==> config.mk <==
export PLATFORM = sky130hd
export DESIGN_NAME = fc_layer_param
export DESIGN_NICKNAME = d
export VERILOG_FILES = /design/src/rtl/fc_layer_param.sv
export SDC_FILE = /design/constraint.sdc
export NUM_CORES = 2
export LEC_CHECK = 0
export BUFFER_PORTS_ARGS = -buffer_cell sky130_fd_sc_hd__buf_4
export CAP_MARGIN = 20
export CORE_ASPECT_RATIO = 0.6
export CORE_MARGIN = 2
export CORE_UTILIZATION = 60
export CTS_CLUSTER_DIAMETER = 200
export DETAILED_ROUTE_END_ITERATION = 16
export MAX_ROUTING_LAYER = met4
export PLACE_DENSITY = 0.87
export SLEW_MARGIN = 15
export SYNTH_ARGS = -nofsm -noshare
export SYNTH_HDL_FRONTEND = slang
export SYNTH_SLANG_ARGS = --single-unit
==> constraint.sdc <==
create_clock -name clk -period 9.35 [get_ports clk]
set_clock_uncertainty 0.1 [all_clocks]
set_input_delay 0.935 -clock clk [delete_from_list [all_inputs] [get_ports clk]]
set_output_delay 0.935 -clock clk [all_outputs]
set_load 0.05 [all_outputs]
==> src/rtl/fc_layer_param.sv <==
// Fully-connected layer engine: y = act(W*x) with runtime-loaded weights,
// P saturating MAC lanes sharing one x buffer, and valid/ready streams.

module fc_lane #(
  parameter int T  = 20,
  parameter int F  = 0,
  parameter int D  = 36,
  parameter int AW = 6
) (
  input  logic                 clk,
  input  logic                 reset,
  input  logic                 w_we,
  input  logic [AW-1:0]        w_addr,
  input  logic signed [T-1:0]  w_data,
  input  logic                 rd_en,
  input  logic [AW-1:0]        rd_addr,
  input  logic signed [T-1:0]  x_rd,
  input  logic                 prd_en,
  input  logic                 acc_clr,
  input  logic                 acc_en,
  output logic signed [T-1:0]  acc_o
);
  localparam logic signed [T-1:0] SMAX = {1'b0, {(T-1){1'b1}}};
  localparam logic signed [T-1:0] SMIN = {1'b1, {(T-1){1'b0}}};

  logic signed [T-1:0]   wmem [D];
  logic signed [T-1:0]   w_rd_q, prd_q, prd_d, acc_q, acc_d, sum;
  logic signed [2*T-1:0] xe, we, prod, sh;

  always_ff @(posedge clk) begin
    if (w_we)  wmem[w_addr] <= w_data;
    if (rd_en) w_rd_q <= wmem[rd_addr];
  end

  assign xe   = {{T{x_rd[T-1]}}, x_rd};
  assign we   = {{T{w_rd_q[T-1]}}, w_rd_q};
  assign prod = xe * we;
  assign sh   = prod >>> F;
  assign sum  = acc_q + prd_q;

  // Product saturates when the bits above the result sign disagree with it.
  always_comb begin
    prd_d = sh[T-1:0];
    if (!(&sh[2*T-1:T-1]) && (|sh[2*T-1:T-1]))
      prd_d = sh[2*T-1] ? SMIN : SMAX;
    acc_d = sum;
    if ((acc_q[T-1] == prd_q[T-1]) && (sum[T-1] != acc_q[T-1]))
      acc_d = acc_q[T-1] ? SMIN : SMAX;
  end

  always_ff @(posedge clk or negedge reset) begin
    if (!reset) begin
      prd_q <= '0;
      acc_q <= '0;
    end else begin
      if (prd_en) prd_q <= prd_d;
      if (acc_clr)     acc_q <= '0;
      else if (acc_en) acc_q <= acc_d;
    end
  end

  assign acc_o = acc_q;
endmodule

module fc_layer_param #(
  parameter int M = 6,
  parameter int N = 6,
  parameter int T = 20,
  parameter int P = 1,
  parameter int R = 1,
  parameter int F = 0
) (
  input  logic                clk,
  input  logic                reset,
  input  logic                w_valid,
  output logic                w_ready,
  input  logic signed [T-1:0] w_data,
  input  logic                w_reload,
  input  logic                input_valid,
  output logic                input_ready,
  input  logic signed [T-1:0] input_data,
  output logic                output_valid,
  input  logic                output_ready,
  output logic signed [T-1:0] output_data
);
  localparam int G  = M / P;
  localparam int WD = (G * N > 1) ? G * N : 2;
  localparam int AW = $clog2(WD);
  localparam int XD = (N > 1) ? N : 2;
  localparam int NW = $clog2(XD);
  localparam int CW = $clog2(N + 2);
  localparam int LW = (P > 1) ? $clog2(P) : 1;
  localparam int GW = (G > 1) ? $clog2(G) : 1;

  typedef enum logic [2:0] {S_RST, S_LOAD_W, S_LOAD_X, S_COMPUTE, S_OUTPUT} state_t;

  state_t         state_q, state_d;
  logic [NW-1:0]  col_q, col_d, xcnt_q, xcnt_d;
  logic [LW-1:0]  lane_q, lane_d, oidx_q, oidx_d;
  logic [AW-1:0]  wbase_q, wbase_d, rbase_q, rbase_d;
  logic [GW-1:0]  g_q, g_d;
  logic [CW-1:0]  cyc_q, cyc_d;
  logic [1:0]     vld_pipe_q;
  logic           w_acc, x_acc, issue, acc_clr;

  logic signed [T-1:0]       xmem [XD];
  logic signed [T-1:0]       xr_q, sel;
  logic [P-1:0][T-1:0]       acc_w;

  always_ff @(posedge clk or negedge reset) begin
    if (!reset) begin
      state_q    <= S_RST;
      col_q      <= '0;
      xcnt_q     <= '0;
      lane_q     <= '0;
      oidx_q     <= '0;
      wbase_q    <= '0;
      rbase_q    <= '0;
      g_q        <= '0;
      cyc_q      <= '0;
      vld_pipe_q <= '0;
    end else begin
      state_q    <= state_d;
      col_q      <= col_d;
      xcnt_q     <= xcnt_d;
      lane_q     <= lane_d;
      oidx_q     <= oidx_d;
      wbase_q    <= wbase_d;
      rbase_q    <= rbase_d;
      g_q        <= g_d;
      cyc_q      <= cyc_d;
      vld_pipe_q <= {vld_pipe_q[0], issue};
    end
  end

  always_comb begin
    state_d      = state_q;
    col_d        = col_q;
    xcnt_d       = xcnt_q;
    lane_d       = lane_q;
    oidx_d       = oidx_q;
    wbase_d      = wbase_q;
    rbase_d      = rbase_q;
    g_d          = g_q;
    cyc_d        = cyc_q;
    w_ready      = 1'b0;
    input_ready  = 1'b0;
    output_valid = 1'b0;
    w_acc        = 1'b0;
    x_acc        = 1'b0;
    issue        = 1'b0;
    acc_clr      = 1'b0;
    case (state_q)
      S_RST: begin
        state_d = S_LOAD_W;
        col_d   = '0;
        lane_d  = '0;
        wbase_d = '0;
      end
      // Row-major words walk column, then lane, then group.
      S_LOAD_W: begin
        w_ready = 1'b1;
        if (w_valid) begin
          w_acc = 1'b1;
          if (col_q == NW'(N - 1)) begin
            col_d = '0;
            if (lane_q == LW'(P - 1)) begin
              lane_d = '0;
              if (wbase_q == AW'((G - 1) * N)) begin
                wbase_d = '0;
                xcnt_d  = '0;
                state_d = S_LOAD_X;
              end else begin
                wbase_d = wbase_q + AW'(N);
              end
            end else begin
              lane_d = lane_q + 1'b1;
            end
          end else begin
            col_d = col_q + 1'b1;
          end
        end
      end
      S_LOAD_X: begin
        if (w_reload && (xcnt_q == '0)) begin
          state_d = S_LOAD_W;
          col_d   = '0;
          lane_d  = '0;
          wbase_d = '0;
        end else begin
          input_ready = 1'b1;
          if (input_valid) begin
            x_acc = 1'b1;
            if (xcnt_q == NW'(N - 1)) begin
              xcnt_d  = '0;
              g_d     = '0;
              rbase_d = '0;
              cyc_d   = '0;
              acc_clr = 1'b1;
              state_d = S_COMPUTE;
            end else begin
              xcnt_d = xcnt_q + 1'b1;
            end
          end
        end
      end
      // N reads issued, then two cycles drain the product/accumulate stages.
      S_COMPUTE: begin
        issue = (cyc_q < CW'(N));
        if (cyc_q == CW'(N + 1)) begin
          oidx_d  = '0;
          state_d = S_OUTPUT;
        end else begin
          cyc_d = cyc_q + 1'b1;
        end
      end
      S_OUTPUT: begin
        output_valid = 1'b1;
        if (output_ready) begin
          if (oidx_q == LW'(P - 1)) begin
            oidx_d = '0;
            if (g_q == GW'(G - 1)) begin
              xcnt_d  = '0;
              state_d = S_LOAD_X;
            end else begin
              g_d     = g_q + 1'b1;
              rbase_d = rbase_q + AW'(N);
              cyc_d   = '0;
              acc_clr = 1'b1;
              state_d = S_COMPUTE;
            end
          end else begin
            oidx_d = oidx_q + 1'b1;
          end
        end
      end
      default: state_d = S_RST;
    endcase
  end

  always_ff @(posedge clk) begin
    if (x_acc) xmem[xcnt_q] <= input_data;
    if (issue) xr_q <= xmem[NW'(cyc_q)];
  end

  for (genvar p = 0; p < P; p++) begin : g_lane
    fc_lane #(.T(T), .F(F), .D(WD), .AW(AW)) u_lane (
      .clk     (clk),
      .reset   (reset),
      .w_we    (w_acc && (lane_q == LW'(p))),
      .w_addr  (wbase_q + AW'(col_q)),
      .w_data  (w_data),
      .rd_en   (issue),
      .rd_addr (rbase_q + AW'(cyc_q)),
      .x_rd    (xr_q),
      .prd_en  (vld_pipe_q[0]),
      .acc_clr (acc_clr),
      .acc_en  (vld_pipe_q[1]),
      .acc_o   (acc_w[p])
    );
  end

  always_comb begin
    sel = '0;
    for (int p = 0; p < P; p++)
      if (oidx_q == LW'(p)) sel = acc_w[p];
    output_data = '0;
    if (state_q == S_OUTPUT)
      output_data = ((R != 0) && sel[T-1]) ? '0 : sel;
  end
endmodule

==> results.json <==
{
  "status": "finished, final reports clean",
  "ant_nets": 0,
  "mostFrequentLayoutCells": "880 x edfxtp_1, 421 x fa_1, 397 x inv_1",
  "synth_edf_count": 880,
  "syn_inst": 3551,
  "path_clk_slew_ps": 60,
  "antenna_found_initial": 1,
  "nets": 4186,
  "numClockSinks": 947,
  "dr_wl_met2_um": 60600,
  "max_slew_margin": 0.188,
  "io_buffer_count": 67,
  "fin_crit_sh": 0.954,
  "synth_nets": 4154,
  "vias_per_cell": 6.49,
  "layout_commonest_cell": "edfxtp_1",
  "routed_wl_um": 133000,
  "post_drt_wl_per_cell_um": 27.6,
  "synth_area_sq_um": 53000,
  "hold_ws_ps": 79.1,
  "via_count": 31300,
  "gp_congestion": 0.966,
  "drt_iter0_drc": 4180,
  "grt_pass1_wl_um": 203000,
  "crit_required_ps": 9740,
  "place_area_sq_um": 54900,
  "drive_gt1_frac": 0.155,
  "gr-total-overflow": 0,
  "hold_class": "in2async",
  "yosysWarningCount": 0,
  "max_freq_mhz": 112,
  "pwr_density_cell_nw_per_um2": 149,
  "final.setup.tns_ps": 0,
  "vdd_ir_drop_max_uv": 162,
  "core_sq_um": 87500,
  "critical_path_arrival_ps": 9310,
  "fin_cells": 4817,
  "rows": 84,
  "met3_length_um": 17100,
  "wl_met1_um": 50900,
  "ios": 69,
  "drc_errors": 0,
  "grt_max_degree": 148,
  "p_leak_nw": 22.2,
  "ys_types": 86,
  "grt_pass1_vias": 32800,
  "cts_tree": "yes",
  "dieHeight_um": 234,
  "critPathMaxFanout": 20,
  "placed_cells": 4649,
  "synth_ff_type": "edfxtp_1",
  "die-area_sq_um": 90800,
  "tightest_slew_ps": 1220,
  "syn_to_final_growth_pct": 9.14,
  "power_mw": 8.60,
  "cp-start-kind": "flop",
  "ys_ff_latch": 947,
  "synth_area_per_cell_sq_um": 14.9,
  "maxSlewViolCount": 0,
  "clk-insertion-delay-late_ps": 670,
  "highest_layer": "met4",
  "period_needed_ps": 8920,
  "htreeDepth": 3,
  "design_area_sq_um": 57900,
  "crit_path_end_kind": "flop",
  "die_w_um": 388,
  "numCtsBuffers": 86,
  "dr.pass1.iters": 5,
  "worstSetupPathType": "reg2reg",
  "hold_viol": 0,
  "setup_viol": 0,
  "clockBufferDepth": 3,
  "initial_utilization": 0.606,
  "async_flop_share": 0.0707,
  "cts_root_buf": "clkbuf_16",
  "track_usage": 0.311,
  "synth-seq-area-share": 0.530,
  "dp_hpwl_um": 83000,
  "maxCapViolations": 0
}
==> where the power goes <==
group,internal [mW],switching [mW]
Combinational,0.0645,0.189
Clock,2.04,1.63
Sequential,4.65,0.0233
==> what timing repair did <==
action	CTS	global route
setup endpoints to repair	0	19
hold endpoints to repair	0	0
setup buffers	0	3
hold buffers	0	0
gates resized for setup	0	0
==> worst paths after layout <==
| check | start | end | slack (ps) | cells after the start |
|---|---|---|---|---|
| max | g_lane[0].u_lane.w_rd_q[7]$_DFFE_PP_ | g_lane[0].u_lane.prd_q[15]$_DFFE_PN0P_ | 430 | 21 |
| max in group asynchronous | reset | cyc_q[0]$_DFFE_PN0P_ | 8410 | 2 |
| min | reset | g_lane[0].u_lane.acc_o[0]$_DFFE_PN0P_ | 80 | 1 |
| min reg2reg | g_q[1]$_DFFE_PN0P_ | g_q[1]$_DFFE_PN0P_ | 440 | 2 |
| max reg2reg | g_lane[0].u_lane.w_rd_q[7]$_DFFE_PP_ | g_lane[0].u_lane.prd_q[15]$_DFFE_PN0P_ | 430 | 21 |
| min in group clk | input_data[18] | xmem[2][18]$_DFFE_PP_ | 380 | 1 |
==> final cells by class <==
| class | count | area, sq um |
|---|---|---|
| antenna | 2 | 5.00 |
| clock buffer | 111 | 2340 |
| clock inverter | 48 | 571 |
| fill | 5523 | 29700 |
| inverter | 398 | 1490 |
| multi-input combinational | 2025 | 22900 |
| sequential | 947 | 28100 |
| tap | 1161 | 1450 |
| timing repair buffer | 125 | 998 |
==> sequential cells by signal (all words and copies together), names as in the netlist, 5 cells and up <==
signal and cells:
g_lane.u_lane.acc_o 20, g_lane.u_lane.prd_q 20, g_lane.u_lane.w_rd_q 20, g_lane.u_lane.wmem 720, rbase_q 5, wbase_q 5, xmem 120, xr_q 20
==> metrics by stage <==
| step | util | setup WS [ps] |
|---|---|---|
| after detailed placement | 0.627 | 449 |
| after CTS | 0.660 | 414 |
| after global placement | 0.627 | 802 |
| after global routing | 0.661 | -10.8 |
| after floorplan | - | 1590 |
| final | 0.661 | 430 |
==> Yosys cell counts (9+ instances only) <==
library cell / n / area share
ha_1: 136 / 0.032
nand2b_1: 12 / 0.0014
a211oi_1: 23 / 0.0033
xor2_1: 20 / 0.0033
o211ai_1: 10 / 0.0014
buf_1: 23 / 0.0016
a22oi_1: 16 / 0.0023
and2_1: 242 / 0.029
buf_6: 10 / 0.0021
mux2i_1: 41 / 0.0077
nand2_1: 242 / 0.017
mux4_2: 240 / 0.10
nand3_1: 21 / 0.0020
xnor2_1: 41 / 0.0068
o21ai_0: 51 / 0.0048
edfxtp_1: 880 / 0.50
inv_1: 397 / 0.028
nor2b_1: 19 / 0.0022
a21o_1: 20 / 0.0028
buf_2: 9 / 0.00085
nor2_1: 157 / 0.011
dfrtp_1: 67 / 0.032
or3_1: 10 / 0.0012
fa_1: 421 / 0.16
clkbuf_1: 133 / 0.0094
a21oi_1: 133 / 0.013
nand4_1: 13 / 0.0015
nor3_1: 19 / 0.0018
==> metal layers <==
metal | vias up | global-route usage
met2 | 2284 | 0.459
met5 | - | -
met1 | 15900 | 0.433
li1 | 12700 | -
met4 | 0 | 0.0972
met3 | 370 | 0.0788
==> kinds of logic (layout without fill, tap and decap cells) <==
kind of cell	Yosys count	in the layout	synth area share
compound gates	352	352	0.0436
xor+xnor	61	61	0.0101
fa+ha+maj	557	557	0.191
buf+inv	579	682	0.0432
flops	947	947	0.530
mux	282	282	0.110
other cells	1	3	0.0000707
simple gates	772	772	0.0721
==> worst max-delay path, cell delays in order, from the launching register on <==
cell and delay [ps]:
edfxtp_1 780, and2_1 330, fa_1 470, fa_1 610, inv_1 70, fa_1 790
inv_1 290, fa_1 530, fa_1 580, fa_1 450, fa_1 490, ha_1 460
nand2_1 100, o21ai_0 380, a21oi_1 130, nor2b_1 290, o211a_1 250, o211ai_1 120
or4_1 540, nor4_1 310, a31o_2 480, a311oi_1 170
No activity file was read; power rests on OpenSTA's default activity.
